<file path="config.mk">
export PLATFORM = sky130hd
export DESIGN_NAME = pe_col_dispatch
export DESIGN_NICKNAME = d
export VERILOG_FILES = /design/src/rtl/pe_col_dispatch.sv
export SDC_FILE = /design/constraint.sdc
export NUM_CORES = 1
export LEC_CHECK = 0
export CORE_MARGIN = 1
export CORE_UTILIZATION = 49
export CTS_CLUSTER_DIAMETER = 120
export CTS_CLUSTER_SIZE = 40
export DETAILED_ROUTE_END_ITERATION = 6
export PLACE_DENSITY = 0.9
export SYNTH_ARGS = -nofsm -noshare
export SYNTH_HDL_FRONTEND = slang
export SYNTH_SLANG_ARGS = --single-unit
</file>
<file path="constraint.sdc">
create_clock -name clk -period 2.3 [get_ports clk]
set_input_delay 0.46 -clock clk [delete_from_list [all_inputs] [get_ports clk]]
set_output_delay 0.46 -clock clk [all_outputs]
set_load 0.05 [all_outputs]
</file>
<file path="src/rtl/pe_col_dispatch.sv">
// pe_col_dispatch: slices a row guard map into 6-bit segments for the PE column controller.
// Optional PE_DISPATCH_SKIP_EMPTY_EN: skip zero segments (never the last, never in 4-bit mode).
module pe_col_dispatch #(
  parameter int NUM_SEG = 4,
  parameter int GUARD_W = 6 * NUM_SEG
) (
  input  logic               clk,
  input  logic               rst,
  input  logic               row_valid,
  output logic               row_ready,
  input  logic [GUARD_W-1:0] row_guard,
  input  logic               row_bit_mode,
  input  logic               row_kernel_mode,
  input  logic               row_frame_start,
  output logic               ctrl_valid,
  input  logic               ctrl_ready,
  input  logic               ctrl_finish,
  output logic [5:0]         guard_map_o,
  output logic               bit_mode_o,
  output logic               kernel_mode_o,
  output logic               is_odd_row_o,
  output logic               end_of_row_o,
  output logic               row_done,
  output logic               busy
);

  localparam int SEG_W = (NUM_SEG > 1) ? $clog2(NUM_SEG) : 1;
  localparam logic [SEG_W-1:0] LAST = SEG_W'(NUM_SEG - 1);

  typedef enum logic [1:0] {
    IDLE,
    ISSUE,
    WAIT_FIN
  } state_t;

  state_t             state;
  logic [GUARD_W-1:0] guard_q;
  logic [SEG_W-1:0]   seg_idx;
  logic               last_pending;
  logic               bit_mode_q;
  logic               kernel_mode_q;
  logic               parity;
  logic [5:0]         cur_seg;
  logic               is_last;
  logic               skip;
  logic               accept;

  // Current segment of the latched guard map
  always_comb begin
    cur_seg = guard_q[6*seg_idx +: 6];
  end

  assign is_last = (seg_idx == LAST);

`ifdef PE_DISPATCH_SKIP_EMPTY_EN
  assign skip = (state == ISSUE) && !bit_mode_q
              && !is_last && (cur_seg == 6'd0);
`else
  assign skip = 1'b0;
`endif

  assign ctrl_valid    = (state == ISSUE) && !skip;
  assign accept        = ctrl_valid && ctrl_ready;
  assign row_ready     = (state == IDLE) && !rst;
  assign busy          = (state != IDLE);
  assign guard_map_o   = (state == ISSUE) ? cur_seg : 6'd0;
  assign end_of_row_o  = (state == ISSUE) && is_last;
  assign bit_mode_o    = bit_mode_q;
  assign kernel_mode_o = kernel_mode_q;
  assign is_odd_row_o  = parity;

  // Done fires on the finish of the last segment, including same-cycle finish
  assign row_done = !rst && (
      (state == WAIT_FIN && ctrl_finish && last_pending)
    || (accept && is_last && ctrl_finish));

  // Row FSM: accept, issue segments, wait for each finish
  always_ff @(posedge clk) begin
    if (rst) begin
      state         <= IDLE;
      guard_q       <= '0;
      seg_idx       <= '0;
      last_pending  <= 1'b0;
      bit_mode_q    <= 1'b0;
      kernel_mode_q <= 1'b0;
      parity        <= 1'b0;
    end else begin
      unique case (state)
        IDLE: begin
          if (row_valid) begin
            guard_q       <= row_guard;
            bit_mode_q    <= row_bit_mode;
            kernel_mode_q <= row_kernel_mode;
            parity        <= row_frame_start ? 1'b1 : ~parity;
            seg_idx       <= '0;
            last_pending  <= 1'b0;
            state         <= ISSUE;
          end
        end
        ISSUE: begin
          if (skip) begin
            seg_idx <= seg_idx + 1'b1;
          end else if (ctrl_ready) begin
            if (is_last) begin
              if (ctrl_finish) begin
                state <= IDLE;
              end else begin
                last_pending <= 1'b1;
                state        <= WAIT_FIN;
              end
            end else begin
              seg_idx <= seg_idx + 1'b1;
              state   <= ctrl_finish ? ISSUE : WAIT_FIN;
            end
          end
        end
        WAIT_FIN: begin
          if (ctrl_finish) begin
            state <= last_pending ? IDLE : ISSUE;
          end
        end
        default: state <= IDLE;
      endcase
    end
  end

endmodule

</file>
======== Word-level counts from Yosys, hierarchy flattened ========
Index checks and enable logic that the tools add are counted.
word-level totals
  register bits ........................... 32
  bits in latches ......................... 0
  RAM bits ................................ 0
  bits in read-only memories .............. 0
  input port bits ......................... 32
  logic and storage cells ................. 56
  memories ................................ 0
operators by class
  add/subtract/negate cells ............... 1
  $mul .................................... 1
  divide/modulo/power cells ............... 0
  $lt $le $gt $ge ......................... 0
  equal/unequal tests ..................... 9
  shift-type cells ........................ 1
  muxes and demuxes ....................... 19
  bitwise gates (word level) .............. 1
  reductions and logical operators ........ 17
operators with widths
  cell                 count
  $shiftx 24x6->6      1
  $mux 2               9
  $logic_and 1x1->1    8
  $ne 2x2->1 const B   4
  $mux 1               6
  $mux 6               1
  $pmux 2 s3           1
  $reduce_and 5->1     1
  $eq 2x2->1 const B   2
  $mul 2x2->4 const A  1
  $ne 2x1->1 const B   2
  $pmux 2 s2           1
  $reduce_and 4->1     1
  $reduce_bool 2->1    2
  $reduce_and 3->1     1
  $add 2x1->2 const B  1
  $eq 2x1->1 const B   1
  $logic_not 2->1      1
  $pmux 1 s2           1
  $reduce_and 2->1     1
  $logic_not 1->1      1
  $logic_or 1x1->1     1
  $not 1->1            1

======== Longest topological paths before layout ========
  depth after elaboration ................. 6
  depth in mapped cells ................... 4
  depth with buffers taken out ............ 4

======== Least setup slack after synthesis ========
OpenSTA, ideal clock, no wires.
  path kind ............................... register to output
  from .................................... register state[1]
  to ...................................... output row_ready
  arrival time ............................ 1.506 ns
  required time ........................... 1.840 ns
  path slack .............................. 0.334 ns
  cell stages (with the launch flop) ...... 3
  buffers on the path ..................... 0
  cells stage by stage .................... dfxtp_1 > or2_2 > nor2_1
between the ends
  cells in the longest elaborated chain, start to end .. 2
RTL lines
  what                    RTL line  RTL
  from (decl)             36        state_t state;
  from (signal assigned)  113       state <= ctrl_finish ? ISSUE : WAIT_FIN;
  from (signal assigned)  119       state <= last_pending ? IDLE : ISSUE;
  $logic_not 2->1         64        assign row_ready = (state == IDLE) && !rst;
  $logic_and 1x1->1       64
  to (decl)               10        output logic row_ready,
No other way between the ends.

======== Worst setup path after layout ========
  from .................................... register seg_idx[1]
  to ...................................... output row_done
between the ends
  cells in the longest elaborated chain, start to end .. 5
RTL lines
  what                            RTL line  RTL
  from (decl)                     38        logic [SEG_W-1:0] seg_idx;
  from (signal assigned)          102       seg_idx <= seg_idx + 1'b1;
  from (signal assigned)          112       seg_idx <= seg_idx + 1'b1;
  $eq 2x2->1                      53        assign is_last = (seg_idx == LAST);
  $logic_and 1x1->1 (2 in a row)  75        || (accept && is_last && ctrl_finish));
  $logic_or 1x1->1                75
  $logic_and 1x1->1               73        assign row_done = !rst && (
  to (decl)                       23        output logic row_done,
No other way between the ends.

==> impl_metrics.py <==
metrics = {
    "sta": {
        "min_period_ps": 2200,
        "slew_headroom_pct": 66.9,
        "post-route-period-util_pct": 95.7,
        "setup-tns-final_ps": 0,
        "timing.fmax_ghz": 0.454,
        "rsz0062_at_grt": "false",
        "fin_ws_ps": 98.8,
        "skew_ps": 4.34,
        "timing.final.hold_violations": 0,
        "finalSetupViolations": 0,
        "drv_slew": 0,
        "whs_ps": 458,
        "tightest_slew_ps": 496,
    },
    "synthesis": {
        "synth_nets": 199,
        "ys_seq_elements": 32,
        "syn_area_um2": 1430,
        "yosys_warnings": 0,
        "yosysMostFrequentCell": "nand2_1",
        "synth-edff-count": 0,
        "netlist_top_cells_count": "nand2_1 (53), dfxtp_1 (32), a21oi_1 (31)",
        "syn-instance-count": 165,
        "synthArstFlopShare_pct": 0,
        "syn-mean-instance-area_um2": 8.66,
        "synthFlopType": "dfxtp_1",
        "yosysSeqAreaShare_pct": 44.8,
        "synth_cell_types": 28,
        "yosys.area.top_type_share_pct": 44.8,
        "synth_largest_area_cell": "dfxtp_1",
        "synth_area_leaders": "dfxtp_1 (45%), nand2_1 (14%), a21oi_1 (11%)",
    },
    "routing": {
        "dr.pass1.iters": 4,
        "ant_nets": 0,
        "route.met2.wl_um": 1730,
        "met1_length_um": 1330,
        "viasPerCell": 5.50,
        "drc_errors": 0,
        "wl_um": 3340,
        "num_vias": 1332,
        "highest_layer": "met4",
        "wire_per_inst_um": 13.8,
        "met3_length_um": 211,
        "drt_iter0_drc": 31,
    },
    "die": {
        "die_h_um": 56,
        "io_pins": 46,
        "fp.dieW_um": 56,
        "rows": 19,
        "start_util_pct": 51.8,
        "dieArea_um2": 3140,
        "coreArea_um2": 2760,
    },
    "cts": {
        "numCtsBuffers": 5,
        "clk_pin_slew_ps": 100,
        "cts-root-buf": "clkbuf_4",
        "numClockSinks": 32,
        "h-tree-depth": 2,
        "clock_latency_ps": 340,
        "clockBufferDepth": 2,
        "postCtsHoldBufs": 0,
        "cts_tree": "yes",
    },
    "grt": {
        "grt_start_max_net_pins": 31,
        "grt_pass1_wl_um": 5490,
        "antenna_found_initial": 0,
        "grt_remaining_overflow": 0,
        "grt_pass1_vias": 1273,
        "grt_usage_pct": 22.8,
    },
    "power": {
        "p_sw_share_pct": 28.6,
        "power_frac_seq_pct": 51.0,
        "pwr-share-comb_pct": 21.1,
        "p_sw_mw": 0.344,
        "p_per_area_nw_per_um2": 610,
        "peakVddDrop_v": 0.000533,
        "power_frac_clock_pct": 27.9,
        "p_leak_nw": 0.778,
        "cell_internal_pwr_mw": 0.857,
    },
    "setup_path": {
        "ff2ff_path_depth": 4,
        "worstPathArrival_ps": 1740,
        "critPathCaptureType": "output port",
        "start_kind": "flip-flop",
        "r2r_start": "seg_idx[1]",
        "required_ps": 1840,
        "path_max_fanout": 9,
        "crit_type": "flip-flop to output port",
        "ff2ff_setup_slack_ps": 720,
        "rr_endpoint": "seg_idx[0]",
    },
    "placement": {
        "dp_hpwl_um": 2450,
        "place_congestion": 0.809,
        "port_buffers": 45,
        "post-place-ws_ps": 255,
        "place_area_um2": 1910,
    },
    "hold_path": {
        "hold_end": "guard_q[22]",
        "hold_start": "guard_q[22]",
        "holdPathStages": 2,
        "worstHoldPathType": "flip-flop to flip-flop",
    },
    "final_layout": {
        "final_area_um2": 1970,
        "layout.nets": 244,
        "layout-drive-gt1-share_pct": 17.1,
        "diodes": 0,
        "syn2layout_area_growth_pct": 37.8,
    },
    "job": {
        "drv_cap": 0,
    },
    "run_status": {
        "outcome": "complete, no violations",
    },
}
## per-stage QoR
stage,std cells,power [mW],utilization [%]
after floorplan,165,0.769,-
after global placement,235,0.871,69.3
after detailed placement,235,0.881,69.3
after CTS,243,1.22,71.5
after global routing,242,1.26,71.4
final,242,1.20,71.4
## power by group through the flow
stage                     Combinational, mW  Clock (mW)  Sequential (mW)
after global placement                0.251           0            0.619
after detailed placement              0.259           0            0.622
after global routing                  0.272       0.369            0.617
after CTS                             0.258       0.347            0.610
final                                 0.253       0.335            0.613
after floorplan                       0.140           0            0.628
## sequential cells by signal, indices dropped and copies added (netlist names)
register       cells
bit_mode_o         1
guard_q           24
is_odd_row_o       1
kernel_mode_o      1
last_pending       1
seg_idx            2
state              2
## how the worst max path moves through the flow
| stage | from | depth (start not counted) | to | slack (ps) |
|---|---|---|---|---|
| after floorplan | state[1] | 2 | row_ready | 330 |
| after global placement | ctrl_ready | 4 | row_done | 290 |
| after detailed placement | ctrl_ready | 4 | row_done | 260 |
| after CTS | seg_idx[0] | 4 | guard_map_o[4] | 10 |
| after global routing | seg_idx[1] | 4 | row_done | 50 |
| final | seg_idx[1] | 4 | row_done | 100 |
## placed cells by master, fill, tap and decap left out, drive strengths merged
master / count
a211oi: 1
ha: 2
or3b: 1
dlygate4sd2: 1
clkinv: 2
clkbuf: 6
mux4: 6
nor2b: 2
nand2b: 2
a21oi: 31
a41o: 1
nand3: 1
nor3b: 2
nand2: 53
or2: 2
and2: 7
nand4bb: 1
inv: 1
nand4b: 1
nor3: 1
a32o: 1
o221a: 1
dfxtp: 32
clkdlybuf4s50: 34
and3: 1
nor2: 3
buf: 15
## cell type report
type	instances	area, um^2
fillers	211	788
multi-input cells	120	722
flip-flops and latches	32	644
repair buffers	50	499
clock buffers	6	51.3
well taps	31	38.8
clock inverters	2	10.0
inverters	1	3.75
## worst max-delay path: stages, from the launching register on
cell and delay [ps]:
dfxtp_1 610, ha_1 290, a32o_1 160, and3_1 150, buf_4 190
## logic make-up after synthesis
group,count (synthesis),synth area share [%]
and+or+nand+nor,77,25.6
AOI/OAI and AO/OA,35,13.6
DFF,32,44.8
buffers and inverters,13,4.81
muxes,6,9.46
adders and majority gates,2,1.75
## per-layer routing
layer,vias up,global-route usage [%]
li1,647,-
met1,619,26.0
met2,57,40.3
met3,9,5.12
met4,0,10.5
met5,-,0
## what timing repair did
| item | CTS | global route |
|---|---|---|
| setup endpoints to repair | 4 | 4 |
| cloned | 0 | 0 |
| gates resized for setup | 2 | 2 |
| buffers inserted | 0 | 0 |
No activity file was read; power rests on OpenSTA's default activity.
